<file path="src/rtl/encaps_ctrl.sv">
// Sequencer for the encapsulate core: LFSR reset/warm-up, key-load gating,
// fixed-latency run timing and a valid/ready request/response handshake.
module encaps_ctrl #(
  parameter int unsigned LFSR_RST_CYC = 2,
  parameter int unsigned LFSR_WARMUP  = 18,
  parameter int unsigned ENC_LATENCY  = 2000,
  parameter int unsigned CNT_W        = 11
) (
  input  logic clk,
  input  logic rst_n,
  input  logic pk_wr,
  input  logic req_valid,
  output logic req_ready,
  input  logic abort,
  output logic out_valid,
  input  logic out_ready,
  output logic lfsr_rst,
  output logic ovr_rst1,
  output logic pk_load_en,
  output logic capture_en,
  output logic pk_loaded,
  output logic pk_err
);

  typedef enum logic [2:0] {
    S_LFSR_RST = 3'd0,
    S_WARMUP   = 3'd1,
    S_IDLE     = 3'd2,
    S_KICK     = 3'd3,
    S_BUSY     = 3'd4,
    S_DONE     = 3'd5
  } state_t;

  localparam logic [CNT_W-1:0] RST_LAST  = CNT_W'(LFSR_RST_CYC - 1);
  localparam logic [CNT_W-1:0] WARM_LAST = CNT_W'(LFSR_WARMUP - 1);
  localparam logic [CNT_W-1:0] LAT_LAST  = CNT_W'(ENC_LATENCY - 1);

  state_t           state_q, state_d;
  logic [CNT_W-1:0] cnt_q, cnt_d;
  logic             pk_loaded_q, pk_loaded_d;
  logic             pk_err_q, pk_err_d;

  // NOTE: state registers use non-blocking assignments so every flop samples
  // the pre-edge values of its peers; blocking here would create order races.
  always_ff @(posedge clk or negedge rst_n) begin
    if (!rst_n) begin
      state_q     <= S_LFSR_RST;
      cnt_q       <= '0;
      pk_loaded_q <= 1'b0;
      pk_err_q    <= 1'b0;
    end else begin
      state_q     <= state_d;
      cnt_q       <= cnt_d;
      pk_loaded_q <= pk_loaded_d;
      pk_err_q    <= pk_err_d;
    end
  end

  // NOTE: every signal driven below gets a default first, so no path through
  // the case statement can leave one unassigned and infer a latch.
  always_comb begin
    state_d    = state_q;
    cnt_d      = cnt_q;
    lfsr_rst   = 1'b0;
    req_ready  = 1'b0;
    ovr_rst1   = 1'b0;
    pk_load_en = 1'b0;
    capture_en = 1'b0;
    out_valid  = 1'b0;

    unique case (state_q)
      S_LFSR_RST: begin
        lfsr_rst = 1'b1;
        if (cnt_q == RST_LAST) begin
          state_d = S_WARMUP;
          cnt_d   = '0;
        end else begin
          cnt_d = cnt_q + CNT_W'(1);
        end
      end
      S_WARMUP: begin
        if (cnt_q == WARM_LAST) begin
          state_d = S_IDLE;
          cnt_d   = '0;
        end else begin
          cnt_d = cnt_q + CNT_W'(1);
        end
      end
      S_IDLE: begin
        // A key write in the same cycle holds off the request.
        pk_load_en = pk_wr;
        req_ready  = pk_loaded_q & ~pk_wr;
        cnt_d      = '0;
        if (req_valid && pk_loaded_q && !pk_wr) state_d = S_KICK;
      end
      S_KICK: begin
        ovr_rst1 = 1'b1;
        cnt_d    = '0;
        state_d  = abort ? S_IDLE : S_BUSY;
      end
      S_BUSY: begin
        if (abort) begin
          state_d = S_IDLE;
          cnt_d   = '0;
        end else if (cnt_q == LAT_LAST) begin
          capture_en = 1'b1;
          state_d    = S_DONE;
          cnt_d      = '0;
        end else begin
          cnt_d = cnt_q + CNT_W'(1);
        end
      end
      S_DONE: begin
        out_valid = 1'b1;
        cnt_d     = '0;
        if (out_ready) state_d = S_IDLE;
      end
      default: begin
        state_d = S_LFSR_RST;
        cnt_d   = '0;
      end
    endcase
  end

  // Key writes outside IDLE are dropped and flagged one cycle later.
  assign pk_loaded_d = pk_loaded_q | (pk_wr & (state_q == S_IDLE));
  assign pk_err_d    = pk_wr & (state_q != S_IDLE);

  assign pk_loaded = pk_loaded_q;
  assign pk_err    = pk_err_q;

endmodule

</file>
<file path="config.mk">
export PLATFORM = sky130hd
export DESIGN_NAME = encaps_ctrl
export DESIGN_NICKNAME = d
export VERILOG_FILES = /design/src/rtl/encaps_ctrl.sv
export SDC_FILE = /design/constraint.sdc
export NUM_CORES = 1
export LEC_CHECK = 0
export ABC_AREA = 1
export BUFFER_PORTS_ARGS = -buffer_cell sky130_fd_sc_hd__buf_4
export CORE_ASPECT_RATIO = 1.2
export CORE_MARGIN = 2
export CORE_UTILIZATION = 50
export CTS_CLUSTER_DIAMETER = 120
export DETAILED_ROUTE_END_ITERATION = 16
export PLACE_DENSITY = 0.71
export SLEW_MARGIN = 20
export SYNTH_ARGS = -nofsm -noshare
export SYNTH_HDL_FRONTEND = slang
export SYNTH_SLANG_ARGS = --single-unit
</file>
<file path="constraint.sdc">
create_clock -name clk -period 2.95 [get_ports clk]
set_input_delay 0.59 -clock clk [delete_from_list [all_inputs] [get_ports clk]]
set_output_delay 0.59 -clock clk [all_outputs]
set_load 0.1 [all_outputs]
</file>
Word level (Yosys, flattened, before mapping)
Cells that the tools add are included.
{"block": "classes", "add_sub_neg": 1, "n_eq_ne": 14, "n_mux": 21, "bitwise": 5, "n_reduce_logical": 5}
{"operator": "11-bit 2-to-1 mux", "n": 4}
{"operator": "11-bit case mux with 3 select lines", "n": 1}
{"operator": "3-bit 2-to-1 mux", "n": 7}
{"operator": "3-bit case mux with 6 select lines", "n": 1}
{"operator": "11-bit by 1-bit adder with 11-bit output (second input constant)", "n": 1}
{"operator": "11-bit by 1-bit equality test with 1-bit output (second input constant)", "n": 1}
{"operator": "11-bit equality test (second input constant)", "n": 1}
{"operator": "11-bit by 5-bit equality test with 1-bit output (second input constant)", "n": 1}
{"operator": "1-bit 2-to-1 mux", "n": 8}
{"operator": "2-bit inequality test (second input constant)", "n": 4}
{"operator": "3-bit by 2-bit equality test with 1-bit output (second input constant)", "n": 2}
{"operator": "3-bit equality test (second input constant)", "n": 2}
{"operator": "5-bit AND reduction", "n": 1}
{"operator": "1-bit AND", "n": 3}
{"operator": "3-bit by 1-bit equality test with 1-bit output (second input constant)", "n": 1}
{"operator": "3-bit zero test", "n": 1}
{"operator": "3-bit by 2-bit inequality test with 1-bit output (second input constant)", "n": 1}
{"operator": "3-bit inequality test (second input constant)", "n": 1}
{"operator": "1-bit logical AND", "n": 2}
{"operator": "1-bit zero test", "n": 1}
{"operator": "1-bit inverter", "n": 1}
{"operator": "1-bit bitwise OR", "n": 1}
{"block": "word_totals", "regBits": 16, "out_inout_bits": 8, "elab_cells": 50}

Logic depth before layout (Yosys ltp)
{"block": "depth", "depth_word": 4, "depth_mapped": 12}

Worst setup path before layout
Ideal clock, no wire load.
{"block": "synth_path", "path_type": "flip-flop to output port", "start": "register pk_loaded_q (netlist: pk_loaded)", "end": "output req_ready", "arrival_time_ns": 3.150, "slack_ns": -0.790, "path_stages_with_launch": 3, "n_path_buf": 0, "cell_sequence": "dfrtp_1 > inv_1 > nor3_1"}
{"block": "synth_between", "elab_chain_cells": 2}
{"element": "start, declared", "line_no": "40", "text": "logic pk_loaded_q, pk_loaded_d;"}
{"element": "start signal, assigned", "line_no": "54", "text": "pk_loaded_q <= pk_loaded_d;"}
{"element": "1-bit AND", "line_no": "92", "text": "req_ready = pk_loaded_q & ~pk_wr;"}
{"element": "1-bit 2-to-1 mux", "line_no": "71", "text": "unique case (state_q)"}
{"element": "end, declared", "line_no": "13", "text": "output logic req_ready,"}
Every way passes these cells.

Worst setup path after layout
{"block": "layout_path", "start": "register cnt_q[0]", "end": "output capture_en"}
{"block": "layout_between", "elab_chain_cells": 4}
{"element": "start, declared", "line_no": "39", "text": "logic [CNT_W-1:0] cnt_q, cnt_d;"}
{"element": "start signal, assigned", "line_no": "53", "text": "cnt_q <= cnt_d;"}
{"element": "11-bit equality test", "line_no": "105", "text": "end else if (cnt_q == LAT_LAST) begin"}
{"element": "1-bit 2-to-1 mux", "line_no": "105"}
{"element": "1-bit 2-to-1 mux", "line_no": "102", "text": "if (abort) begin"}
{"element": "1-bit 2-to-1 mux", "line_no": "71"}
{"element": "end, declared", "line_no": "20", "text": "output logic capture_en,"}
Every way passes these cells.

==> implementation parameters <==
Parameter                              Value

Outcome
  Status ... finished clean

Placed design
  GP Congestion ... approximately 0.83
  Count of input and output buffers ... 13
  Placed cells ... 177
  Dpl ws ... 1.002 ns
  Post-DP HPWL ... 1591 µm

GRT
  Combined global-route utilization of all metal layers ... about a fifth
  Via count of the first global-routing pass ... approximately 860
  Total grt overflow ... 0
  Pin count of the biggest net entering global routing ... 17
  First-pass GRT wire length ... between 3000 and 4000 µm
  Number of antenna violations at the first check in global routing ... 0

Yosys
  Asr flop ratio synth ... 100.0%
  Cell area after synthesis ... 1033 µm²
  Post-synth cell types ... 22
  Post-Syn Nets ... 154
  Avg Cell Area, Syn ... 7.079 µm²
  Warnings, synthesis ... 0
  Number of enable flip-flop cells after synthesis ... 0
  Flop and latch count out of synthesis ... 16
  Yosys top cell area share ... roughly two fifths
  Sequential-to-total area share from yosys stat ... between 30% and 40%
  Most repeated cell in the gate-level netlist after synthesis ... sky130_fd_sc_hd__nand2_1
  Most used flip-flop cell after synthesis ... sky130_fd_sc_hd__dfrtp_1
  Top area cells in the synthesized netlist ... sky130_fd_sc_hd__dfrtp_1 39%, sky130_fd_sc_hd__nand2_1 12%, sky130_fd_sc_hd__inv_1 10%
  Library cell occupying the most area in the post-synthesis netlist ... sky130_fd_sc_hd__dfrtp_1
  Top cells by count, synth ... 33 x sky130_fd_sc_hd__nand2_1, 28 x sky130_fd_sc_hd__inv_1, 17 x sky130_fd_sc_hd__nor2_1, 16 x sky130_fd_sc_hd__dfrtp_1, 16 x sky130_fd_sc_hd__nand3_1
  Count of mapped cells out of synthesis ... 146

Power and ir drop
  Internal power ... 0.0004932 W
  Comb power frac ... 55.6%
  Portion of total power attributed to sequential cells ... 30.4%
  Pleak ... 0.6711 nW
  Share of power burned in the clock network ... 13.9%
  Net Sw Frac ... around 54%
  Worst vdd ir ... 686.7 µV
  Total net switching power ... 0.0005751 W
  Power density over cell area ... 909.3 nW/µm²

Timing
  Final period util ... roughly 76%
  Setup_tns ... 0 ns
  Least setup slack across all paths after layout ... 0.7224 ns
  Post-route minimum period ... about 2.2 ns
  RSZ-0062 raised after global routing ... no
  Number of slew-limit violations in the final report ... 0
  Tightest slew margin relative to the limit ... 70.72%
  Max Clk Rate ... 0.4489 GHz
  Total of endpoints with negative setup slack in the final report ... 0
  Worst-margin pin slew ... 0.4388 ns
  Minimum hold slack ... 0.1311 ns
  Count of endpoints failing hold in the final timing report ... 0
  Setup clock skew after layout ... 0.01118 ns

Final layout
  Share of final-layout standard cells stronger than drive strength 1 ... 15.53%
  ANT cells ... 0
  Non-filler cells in the finished layout ... between 150 and 200
  Post-layout net count ... 170
  Number of fill cells ... 190
  Layout overhead on the synthesized area ... 13.68%

Routing
  Wire length per cell after detailed routing ... 11.14 µm
  Iter 0 DRT Violations ... 10
  Remaining DRCs ... 0
  Detailed Route WL ... approximately 2000 µm
  Total number of vias ... 928
  Detailed Routing Iterations Pass 1 ... 4
  DRT antenna net count ... 0
  Detail-routed via count per cell ... 5.127

Worst hold path
  Worst hold path type ... in -> async

Clock tree
  Total of hold buffers inserted after clock tree synthesis ... 0
  Sinks on the clock net ... 16
  Clock-pin slew of the registers on the worst-case setup and hold paths ... ~0.10 ns
  Master cell of the clock root buffer ... sky130_fd_sc_hd__clkbuf_4
  Clk_lat worst skew ... 0.30 ns
  TritonCTS clock tree ... yes
  TritonCTS Buffers ... 3
  Number of gates resized after CTS ... 0
  Maximum buffer depth of the clock tree ... 2
  Maximum level of the CTS H-tree ... 1
  Postcts setup bufs ... 0

Floorplanning
  Chip Height ... 53.80 µm
  Die outline area ... 2448 µm²
  DIE WIDTH ... approximately 46 µm
  Starting density of the core ... 51.56%
  Std-Cell Rows ... 18
  Number of I/O pins ... 14
  Core area ... 2004 µm²

Setup path
  Category of the worst setup path launch point ... flop
  WS Path Type ... reg -> out
  Worst path arrival time ... 1.64 ns
  CP peak stage delay ... 0.43 ns
  Data required time of the worst path ... 2.36 ns
  Type of element capturing the critical path ... output port
  CP max stage cell ... sky130_fd_sc_hd__dfrtp_1
  Critical Path, Cell by Cell ... ha_1 > nand3_2 > nor2_2 > nand2_1 > nor2_1 > buf_4
  CP max FO ... 6

Job
  Max-cap violation count ... 0
[cell usage in the layout (no fill, tap or decap), drive strengths merged]
master and n:
nand2 34, inv 29, nor2 19, nand3 17
dfrtp 16, buf 13, a21oi 8, nor3 5
xor2 4, o21ai 4, clkbuf 4, nand3b 3
ha 2, nand4 1, xnor2 1, o211ai 1
[area by class of cell]
cell class	count	area [µm²]	share of cell area, %
clock buffer	4	36.28	3.088
multi-input combinational	99	506.7	43.13
sequential	16	400.4	34.08
inverter	29	108.9	9.265
tap	20	25.02	2.130
timing repair buffer	13	97.59	8.307
[flip-flops by register name, indices dropped and copies added, names as in the netlist]
register	flops
cnt_q	11
state_q	3
pk_err	1
pk_loaded	1
[worst max-delay path, delay by kind of cell (launching register included)]
kind | cells | cell delay (ns)
flops | 1 | 0.43
fa+ha+maj | 1 | 0.22
simple gates | 4 | 0.39
buf+inv | 1 | 0.30
[power by group through the flow]
stage                     clock network, W  logic [W]  registers [W]
after floorplan                          0   0.000501       0.000331
after global routing              0.000161   0.000649       0.000333
final                             0.000149   0.000594       0.000325
after detailed placement                 0   0.000598       0.000328
after CTS                         0.000152   0.000598       0.000325
after global placement                   0   0.000592       0.000326
[worst paths after layout]
path | slack [ns] | startpoint | cells after the start | to
min reg2reg | 0.53 | cnt_q[0]$_DFF_PN0_ | 1 | cnt_q[0]$_DFF_PN0_
max | 0.72 | cnt_q[0]$_DFF_PN0_ | 6 | capture_en
max reg2reg | 1.06 | cnt_q[1]$_DFF_PN0_ | 11 | cnt_q[9]$_DFF_PN0_
min | 0.13 | rst_n | 1 | cnt_q[3]$_DFF_PN0_
max in group asynchronous | 2.63 | rst_n | 1 | pk_err$_DFF_PN0_
min in group clk | 0.51 | pk_wr | 3 | pk_err$_DFF_PN0_
[metal layers]
| metal | wire length (µm) | up-vias | track usage [%] |
|---|---|---|---|
| li1 | - | 483 | - |
| met1 | 971 | 423 | 25.74 |
| met2 | 946 | 17 | 32.86 |
| met3 | 57 | 5 | 4.027 |
| met4 | 42 | 0 | 8.824 |
| met5 | 0 | - | 0 |
[stage by stage]
| step | total power [W] | util, % | cell area, µm² |
|---|---|---|---|
| after floorplan | 0.0008322 | - | 1039 |
| after global placement | 0.0009179 | 56.80 | 1139 |
| after detailed placement | 0.0009263 | 56.80 | 1139 |
| after CTS | 0.001075 | 58.61 | 1175 |
| after global routing | 0.001143 | 58.61 | 1175 |
| final | 0.001068 | 58.61 | 1175 |
[kinds of logic (layout without fill, tap and decap cells)]
group,count (synthesis),count (layout),synth area share [%]
adders and majority gates,2,2,2.421
xor gates and xnor gates,5,5,4.237
DFF,16,16,38.74
buffers and inverters,31,46,12.71
and+or+nand+nor,79,79,34.99
AOI/OAI and AO/OA,13,13,6.900
(Power assumes the default switching activity.)
